$ cat src/rtl/axis_fifo_pkt_pkg.sv
// Shared definitions for the packet FIFO: write-side state encoding,
// integer log2 for pointer sizing and the memory entry width.
// Contents: wr_state_t, log2(), entry_width().
package axis_fifo_pkt_pkg;

    typedef enum logic {
        ST_ACCEPT  = 1'b0,
        ST_DISCARD = 1'b1
    } wr_state_t;

    // Ceiling log2; depths are powers of two so this is exact in practice.
    function automatic int log2(input int value);
        int r;
        r = 0;
        for (int i = 0; i < 31; i++) begin
            if ((1 << i) < value) r = i + 1;
        end
        return r;
    endfunction

    // Each entry stores {tuser, tlast, tdata}.
    function automatic int entry_width(input int data_width, input int user_width);
        return data_width + user_width + 1;
    endfunction

endpackage

$ cat src/rtl/axis_fifo_pkt_if.sv
// AXI-stream bundle used on both sides of the packet FIFO.
// Signals: tvalid, tready, tdata[DATA_WIDTH], tuser[USER_WIDTH], tlast.
// Modports: master drives the payload, slave drives tready.
interface axis_fifo_pkt_if #(
    parameter int DATA_WIDTH = 8,
    parameter int USER_WIDTH = 1
);
    logic                  tvalid;
    logic                  tready;
    logic [DATA_WIDTH-1:0] tdata;
    logic [USER_WIDTH-1:0] tuser;
    logic                  tlast;

    modport master (output tvalid, tdata, tuser, tlast, input tready);
    modport slave  (input tvalid, tdata, tuser, tlast, output tready);
endinterface

$ cat src/rtl/axis_fifo_pkt_ram_sdp.sv
// Simple dual-port RAM: one write port, one registered read port, common
// clock enable. The read register is cleared by rst because it doubles as
// the FIFO's output data register.
// Ports: clk, rst, ena, we/wr_addr/wr_data, re/rd_addr, rd_data.
module axis_fifo_pkt_ram_sdp #(
    parameter int WIDTH      = 10,
    parameter int ADDR_WIDTH = 4
) (
    input  logic                  clk,
    input  logic                  rst,
    input  logic                  ena,
    input  logic                  we,
    input  logic [ADDR_WIDTH-1:0] wr_addr,
    input  logic [WIDTH-1:0]      wr_data,
    input  logic                  re,
    input  logic [ADDR_WIDTH-1:0] rd_addr,
    output logic [WIDTH-1:0]      rd_data
);
    logic [WIDTH-1:0] mem [0:(1 << ADDR_WIDTH)-1];

    always_ff @(posedge clk) begin
        if (ena && we) mem[wr_addr] <= wr_data;
    end

    always_ff @(posedge clk) begin
        if (rst)            rd_data <= '0;
        else if (ena && re) rd_data <= mem[rd_addr];
    end
endmodule

$ cat src/rtl/axis_fifo_pkt.sv
// AXI-stream FIFO with tlast/tuser sideband, exact occupancy and watermarks.
// Optional store-and-forward build: define AXIS_FIFO_PKT_STORE_FWD_EN.
// Ports: clk, rst (sync, active-high), ena, s_axis (slave), m_axis (master,
// registered), level (entries in memory, output register excluded),
// full/empty watermarks, drop (one-cycle pulse per discarded packet).
//
// Write-side states (store-and-forward build only):
//   state      | meaning
//   ST_ACCEPT  | beats written at wr_ptr, committed on a good tlast
//   ST_DISCARD | oversize packet: beats accepted and thrown away up to tlast
module axis_fifo_pkt
    import axis_fifo_pkt_pkg::*;
#(
    parameter int DATA_WIDTH   = 8,
    parameter int USER_WIDTH   = 1,
    parameter int FIFO_DEPTH   = 16,
    parameter int FULL_THRESH  = FIFO_DEPTH - 2,
    parameter int EMPTY_THRESH = 2
) (
    input  logic                     clk,
    input  logic                     rst,
    input  logic                     ena,
    axis_fifo_pkt_if.slave           s_axis,
    axis_fifo_pkt_if.master          m_axis,
    output logic [log2(FIFO_DEPTH):0] level,
    output logic                     full,
    output logic                     empty,
    output logic                     drop
);
    localparam int AW = log2(FIFO_DEPTH);
    localparam int EW = entry_width(DATA_WIDTH, USER_WIDTH);

    logic [AW:0]   wr_ptr, rd_ptr, wr_commit, wr_ptr_inc;
    logic          mem_full, readable, s_accept, rd_en, we, m_valid;
    logic [EW-1:0] rd_data;

    assign wr_ptr_inc = wr_ptr + 1'b1;
    assign mem_full   = (wr_ptr[AW-1:0] == rd_ptr[AW-1:0]) && (wr_ptr[AW] != rd_ptr[AW]);
    // The read side only ever sees committed beats.
    assign readable   = (rd_ptr != wr_commit);
    assign s_accept   = ena && s_axis.tvalid && s_axis.tready;
    assign rd_en      = ena && readable && (!m_valid || m_axis.tready);

    assign level = wr_ptr - rd_ptr;
    assign full  = (int'(level) >= FULL_THRESH);
    assign empty = (int'(level) <= EMPTY_THRESH);

`ifdef AXIS_FIFO_PKT_STORE_FWD_EN
    wr_state_t wr_state;

    // Back-pressure only when the memory is full and holds a committed packet
    // the reader can drain; a full buffer of one uncommitted packet is
    // resolved by dropping it, so tready stays high.
    assign s_axis.tready = (wr_state == ST_DISCARD) || !mem_full || (wr_commit == rd_ptr);
    assign we = s_accept && (wr_state == ST_ACCEPT) && !mem_full;

    always_ff @(posedge clk) begin
        if (rst) begin
            wr_ptr    <= '0;
            wr_commit <= '0;
            wr_state  <= ST_ACCEPT;
            drop      <= 1'b0;
        end else if (!ena) begin
            drop <= 1'b0;
        end else begin
            drop <= 1'b0;
            if (s_accept) begin
                case (wr_state)
                    ST_ACCEPT: begin
                        if (mem_full) begin
                            // Buffer already holds only this packet's beats.
                            wr_ptr <= wr_commit;
                            drop   <= 1'b1;
                            if (!s_axis.tlast) wr_state <= ST_DISCARD;
                        end else if (s_axis.tlast) begin
                            if (s_axis.tuser[0]) begin
                                wr_ptr <= wr_commit;
                                drop   <= 1'b1;
                            end else begin
                                wr_ptr    <= wr_ptr_inc;
                                wr_commit <= wr_ptr_inc;
                            end
                        end else if ((wr_ptr_inc[AW-1:0] == rd_ptr[AW-1:0]) &&
                                     (wr_ptr_inc[AW] != rd_ptr[AW]) &&
                                     (wr_commit == rd_ptr)) begin
                            // Packet alone would fill the buffer: it can never commit.
                            wr_ptr   <= wr_commit;
                            drop     <= 1'b1;
                            wr_state <= ST_DISCARD;
                        end else begin
                            wr_ptr <= wr_ptr_inc;
                        end
                    end
                    ST_DISCARD: begin
                        if (s_axis.tlast) wr_state <= ST_ACCEPT;
                    end
                    default: wr_state <= ST_ACCEPT;
                endcase
            end
        end
    end
`else
    assign wr_commit     = wr_ptr;
    assign drop          = 1'b0;
    assign s_axis.tready = !mem_full;
    assign we            = s_accept;

    always_ff @(posedge clk) begin
        if (rst)           wr_ptr <= '0;
        else if (s_accept) wr_ptr <= wr_ptr_inc;
    end
`endif

    always_ff @(posedge clk) begin
        if (rst) begin
            rd_ptr  <= '0;
            m_valid <= 1'b0;
        end else if (ena) begin
            if (rd_en) begin
                rd_ptr  <= rd_ptr + 1'b1;
                m_valid <= 1'b1;
            end else if (m_axis.tready) begin
                m_valid <= 1'b0;
            end
        end
    end

    // The RAM read register is the output data register.
    axis_fifo_pkt_ram_sdp #(
        .WIDTH      (EW),
        .ADDR_WIDTH (AW)
    ) u_ram (
        .clk     (clk),
        .rst     (rst),
        .ena     (ena),
        .we      (we),
        .wr_addr (wr_ptr[AW-1:0]),
        .wr_data ({s_axis.tuser, s_axis.tlast, s_axis.tdata}),
        .re      (rd_en),
        .rd_addr (rd_ptr[AW-1:0]),
        .rd_data (rd_data)
    );

    assign m_axis.tvalid = m_valid;
    assign {m_axis.tuser, m_axis.tlast, m_axis.tdata} = rd_data;
endmodule

$ cat src/flat_wrapper.sv
// flat-port wrapper written by rule: the top's interface ports become plain ports
module axis_fifo_pkt_flat import axis_fifo_pkt_pkg::*;
#(
    parameter int DATA_WIDTH   = 8,
    parameter int USER_WIDTH   = 1,
    parameter int FIFO_DEPTH   = 16,
    parameter int FULL_THRESH  = FIFO_DEPTH - 2,
    parameter int EMPTY_THRESH = 2
)
  (clk, rst, ena, level, full, empty, drop, s_axis_tvalid, s_axis_tdata, s_axis_tuser, s_axis_tlast, s_axis_tready, m_axis_tvalid, m_axis_tdata, m_axis_tuser, m_axis_tlast, m_axis_tready);
  axis_fifo_pkt_if #(.DATA_WIDTH(DATA_WIDTH), .USER_WIDTH(USER_WIDTH)) s_axis_i ();
  axis_fifo_pkt_if #(.DATA_WIDTH(DATA_WIDTH), .USER_WIDTH(USER_WIDTH)) m_axis_i ();
  input  logic clk;
  input  logic rst;
  input  logic ena;
  output logic [log2(FIFO_DEPTH):0] level;
  output logic full;
  output logic empty;
  output logic drop;
  input wire logic [$bits(s_axis_i.tvalid)-1:0] s_axis_tvalid;
  input wire logic [$bits(s_axis_i.tdata)-1:0] s_axis_tdata;
  input wire logic [$bits(s_axis_i.tuser)-1:0] s_axis_tuser;
  input wire logic [$bits(s_axis_i.tlast)-1:0] s_axis_tlast;
  output wire logic [$bits(s_axis_i.tready)-1:0] s_axis_tready;
  output wire logic [$bits(m_axis_i.tvalid)-1:0] m_axis_tvalid;
  output wire logic [$bits(m_axis_i.tdata)-1:0] m_axis_tdata;
  output wire logic [$bits(m_axis_i.tuser)-1:0] m_axis_tuser;
  output wire logic [$bits(m_axis_i.tlast)-1:0] m_axis_tlast;
  input wire logic [$bits(m_axis_i.tready)-1:0] m_axis_tready;
  assign s_axis_i.tvalid = s_axis_tvalid;
  assign s_axis_i.tdata = s_axis_tdata;
  assign s_axis_i.tuser = s_axis_tuser;
  assign s_axis_i.tlast = s_axis_tlast;
  assign s_axis_tready = s_axis_i.tready;
  assign m_axis_tvalid = m_axis_i.tvalid;
  assign m_axis_tdata = m_axis_i.tdata;
  assign m_axis_tuser = m_axis_i.tuser;
  assign m_axis_tlast = m_axis_i.tlast;
  assign m_axis_i.tready = m_axis_tready;
  axis_fifo_pkt #(.DATA_WIDTH(DATA_WIDTH), .USER_WIDTH(USER_WIDTH), .FIFO_DEPTH(FIFO_DEPTH), .FULL_THRESH(FULL_THRESH), .EMPTY_THRESH(EMPTY_THRESH)) u_core (.clk(clk), .rst(rst), .ena(ena), .s_axis(s_axis_i), .m_axis(m_axis_i), .level(level), .full(full), .empty(empty), .drop(drop));
endmodule
$ cat config.mk
export PLATFORM = sky130hd
export DESIGN_NAME = axis_fifo_pkt_flat
export DESIGN_NICKNAME = d
export VERILOG_FILES = /design/src/rtl/axis_fifo_pkt_pkg.sv /design/src/rtl/axis_fifo_pkt_if.sv /design/src/rtl/axis_fifo_pkt_ram_sdp.sv /design/src/rtl/axis_fifo_pkt.sv /design/src/flat_wrapper.sv
export SDC_FILE = /design/constraint.sdc
export NUM_CORES = 1
export LEC_CHECK = 0
export CAP_MARGIN = 20
export CORE_UTILIZATION = 64
export DETAILED_ROUTE_END_ITERATION = 16
export GPL_TIMING_DRIVEN = 0
export PLACE_DENSITY = 0.88
export SLEW_MARGIN = 10
export SYNTH_ARGS = -nofsm -noshare
export SYNTH_HDL_FRONTEND = slang
export SYNTH_SLANG_ARGS = --single-unit
export TNS_END_PERCENT = 5
$ cat constraint.sdc
create_clock -name clk -period 6.84 [get_ports clk]
set_input_delay 1.71 -clock clk [delete_from_list [all_inputs] [get_ports clk]]
set_output_delay 1.71 -clock clk [all_outputs]
set_load 0.005 [all_outputs]
==> results.cfg <==
[clock_network]
cts_sinks = 181
clk_latency_ns = 0.43
cts_buffer_depth = 2
cts_resized = 0
post-cts-setup-buffers = 0
tritoncts = done
path_clk_slew_ns = 0.07
cts-root-buf = clkbuf_16
numCtsBuffers = 17
htreeDepth = 4
postCtsHoldBufs = 0

[worst_setup_path]
crit_path_cell_trace = buf_2 -> buf_2 -> inv_1 -> ha_1 -> a21o_1 -> a21oi_1 -> xor2_1 -> a41o_1 -> clkdlybuf4s50_1
cp-end-kind = output pin
arrival_ns = 3.30
slowest_delay_ns = 0.50
critPathKind = reg2out
worstSetupStartpointType = flip-flop
cp_top_family = buffers and inverters
cp_max_fo = 10
critPathBufInv = 4
cpMostUsedCell = buf_2
required_ns = 5.13
slowest_stage = clkdlybuf4s50_1

[final_layout]
diodes = 0
syn_to_final_growth_pct = 15.9
multi_input_area_um2 = 1900
final_util_pct = 77.0
fill_cells = 602
nNetsFinal = 505
final_cells = 633
finish.instance_area_um2 = 8420
layout_commonest_cell = edfxtp_1
drive_gt1_share_pct = 15.8
final_cell_mix = edfxtp_1 (160), mux2i_1 (41), clkdlybuf4s50_1 (33)
regArea_um2 = 5230

[timing]
slew_headroom_pct = 22.1
hold_viol_final = 0
fin_setup_tns_ns = 0
fin_crit_ns = 5.01
rsz0062_at_grt = false
skew_ns = 0.00819
timing_max_transition_violations_final = 0
setup_viol = 0
fin_crit_sh_pct = 73.2
fmaxAchievable_mhz = 200
tightestPinTransition_ns = 1.16

[floorplanning]
boundaryPins = 35
initial_utilization_pct = 66.4
rows = 38
die_area_um2 = 11800
coreArea_um2 = 10900
dieHeight_um = 109
die_w_um = 109

[pwr]
p_leak_nw = 2.64
switching_share_pct = 23.1
p_comb_share_pct = 11.6
p_per_area_nw_per_um2 = 294
ir_drop_uv = 211
seqPwrFrac_pct = 49.9
pwr-share-clk_pct = 38.5
p_sw_mw = 0.573
p_int_mw = 1.90

[grt]
grt_max_degree = 17
grt_pass1_wl_um = 23800
grt_pass1_vias = 4199
overflow = 0
grt_usage_pct = 29.5
antenna_found_initial = 0

[outcome]
status = finished, final reports clean

[yosys]
synthCells = 424
synth_enable_flop_cells = 160
synth_nets = 449
synth_area_um2 = 7260
synth_cell_type_count = 44
synth_seq_area_share_pct = 71.9
async_reset_ff_share_pct = 0
ys_warn_count = 0
syn_avg_cell_area_um2 = 17.1
synthFlopType = edfxtp_1
synth_seq_cells = 181

[detailed_routing]
wl_per_cell_um = 25.3
detail-route-antenna-nets = 0
drt_iter0_drc = 464
firstDrtPassIters = 7
vias = 4213
drc = 0
via_per_inst = 6.66
drt-total-wl_um = 16000

[hold_path]
hold_path_class = reg2reg

[place]
dpl.cell_count = 600
finalWeightedCongestion = 0.937
dpl.hpwl_um = 10100
postPlaceCellArea_um2 = 7830
portBuffers = 33

[run]
drv_cap = 0
[cell type report]
cell class / instances / share of cell area (%)
Sequential cell: 181 / 62.1
Multi-Input combinational cell: 214 / 22.5
Clock buffer: 17 / 5.05
Timing Repair Buffer: 37 / 4.33
Tap cell: 140 / 2.08
Clock inverter: 15 / 1.84
Buffer: 20 / 1.68
Inverter: 9 / 0.401
[kinds of logic (layout without fill, tap and decap cells)]
family / after synthesis / in the layout / synth area share [%]
fa+ha+maj: 10 / 10 / 1.83
simple gates: 73 / 73 / 4.53
compound gates: 59 / 59 / 6.03
flops: 181 / 181 / 71.9
mux: 63 / 63 / 12.2
buf+inv: 29 / 98 / 2.41
other cells: 1 / 1 / 0.0516
xor+xnor: 8 / 8 / 1.07
[metrics by stage]
stage	setup WS, ns	power (mW)	hold slack [ns]
6_report	1.83	2.48	0.475
3_3_place_gp	2.20	1.52	0.464
3_5_place_dp	2.33	1.54	0.466
5_1_grt	1.73	2.54	0.490
4_1_cts	1.86	2.47	0.476
2_1_floorplan	3.22	1.42	0.466
[per-layer routing]
metal  track usage [%]  part of all wire (%)
met1              37.2                    37
met3              7.11                   9.2
met4              16.5                   4.5
met5                 0                     0
met2              47.3                    49
[flip-flops by register name (all words and copies together), names as in the netlist]
name and cells:
u_core.u_ram.rd_data 10, u_core.m_axis.tvalid 1, u_core.u_ram.mem 160, u_core.rd_ptr 5, u_core.wr_commit 5
[worst register-to-register path, delay by kind of cell, from the launching register on]
| kind | cells | cell delay (ns) |
|---|---|---|
| compound gates | 1 | 0.45 |
| fa+ha+maj | 1 | 0.37 |
| buf+inv | 3 | 0.85 |
| flops | 1 | 0.36 |
| simple gates | 3 | 1.49 |
[power by group through the flow]
stage	Clock (mW)	Combinational, mW	Sequential, mW
after detailed placement	0	0.281	1.26
after global routing	0.995	0.307	1.24
final	0.953	0.288	1.23
after global placement	0	0.267	1.26
after CTS	0.952	0.287	1.23
after floorplan	0	0.167	1.25
[cell usage after synthesis (2+ instances only)]
cell type / instances / area share (%)
inv_1: 9 / 0.47
buf_2: 5 / 0.34
clkbuf_1: 5 / 0.26
edfxtp_1: 160 / 66
nand3b_1: 2 / 0.21
o22ai_1: 18 / 1.6
or3_1: 2 / 0.17
mux4_2: 20 / 6.2
a211oi_1: 11 / 1.1
o21ai_0: 3 / 0.21
a311oi_1: 10 / 1.2
mux2i_1: 41 / 5.6
nand2_1: 17 / 0.88
buf_4: 4 / 0.41
ha_1: 9 / 1.6
nand3_1: 6 / 0.41
nor2b_1: 2 / 0.17
nor3_1: 4 / 0.28
a21oi_1: 5 / 0.34
buf_6: 6 / 0.93
nor2_1: 32 / 1.7
xor2_1: 3 / 0.36
xnor2_1: 4 / 0.48
a21o_1: 3 / 0.31
nand2b_1: 3 / 0.26
nand4_1: 2 / 0.17
dfxtp_1: 21 / 5.8
[worst paths after layout]
path                                                   startpoint                           endpoint  slack (ns)  cells past startpoint
worst min-delay path            u_core.m_axis.tvalid$_SDFFE_PP0P_  u_core.m_axis.tvalid$_SDFFE_PP0P_        0.48                      2
worst max register to register      u_core.rd_ptr[2]$_SDFFE_PP0P_  u_core.u_ram.mem[10][7]$_DFFE_PP_        2.94                      8
worst max-delay path                u_core.rd_ptr[2]$_SDFFE_PP0P_                               full        1.83                      9
worst min register to register  u_core.m_axis.tvalid$_SDFFE_PP0P_  u_core.m_axis.tvalid$_SDFFE_PP0P_        0.48                      2
Note: power is estimated with default switching activity, not from simulation.
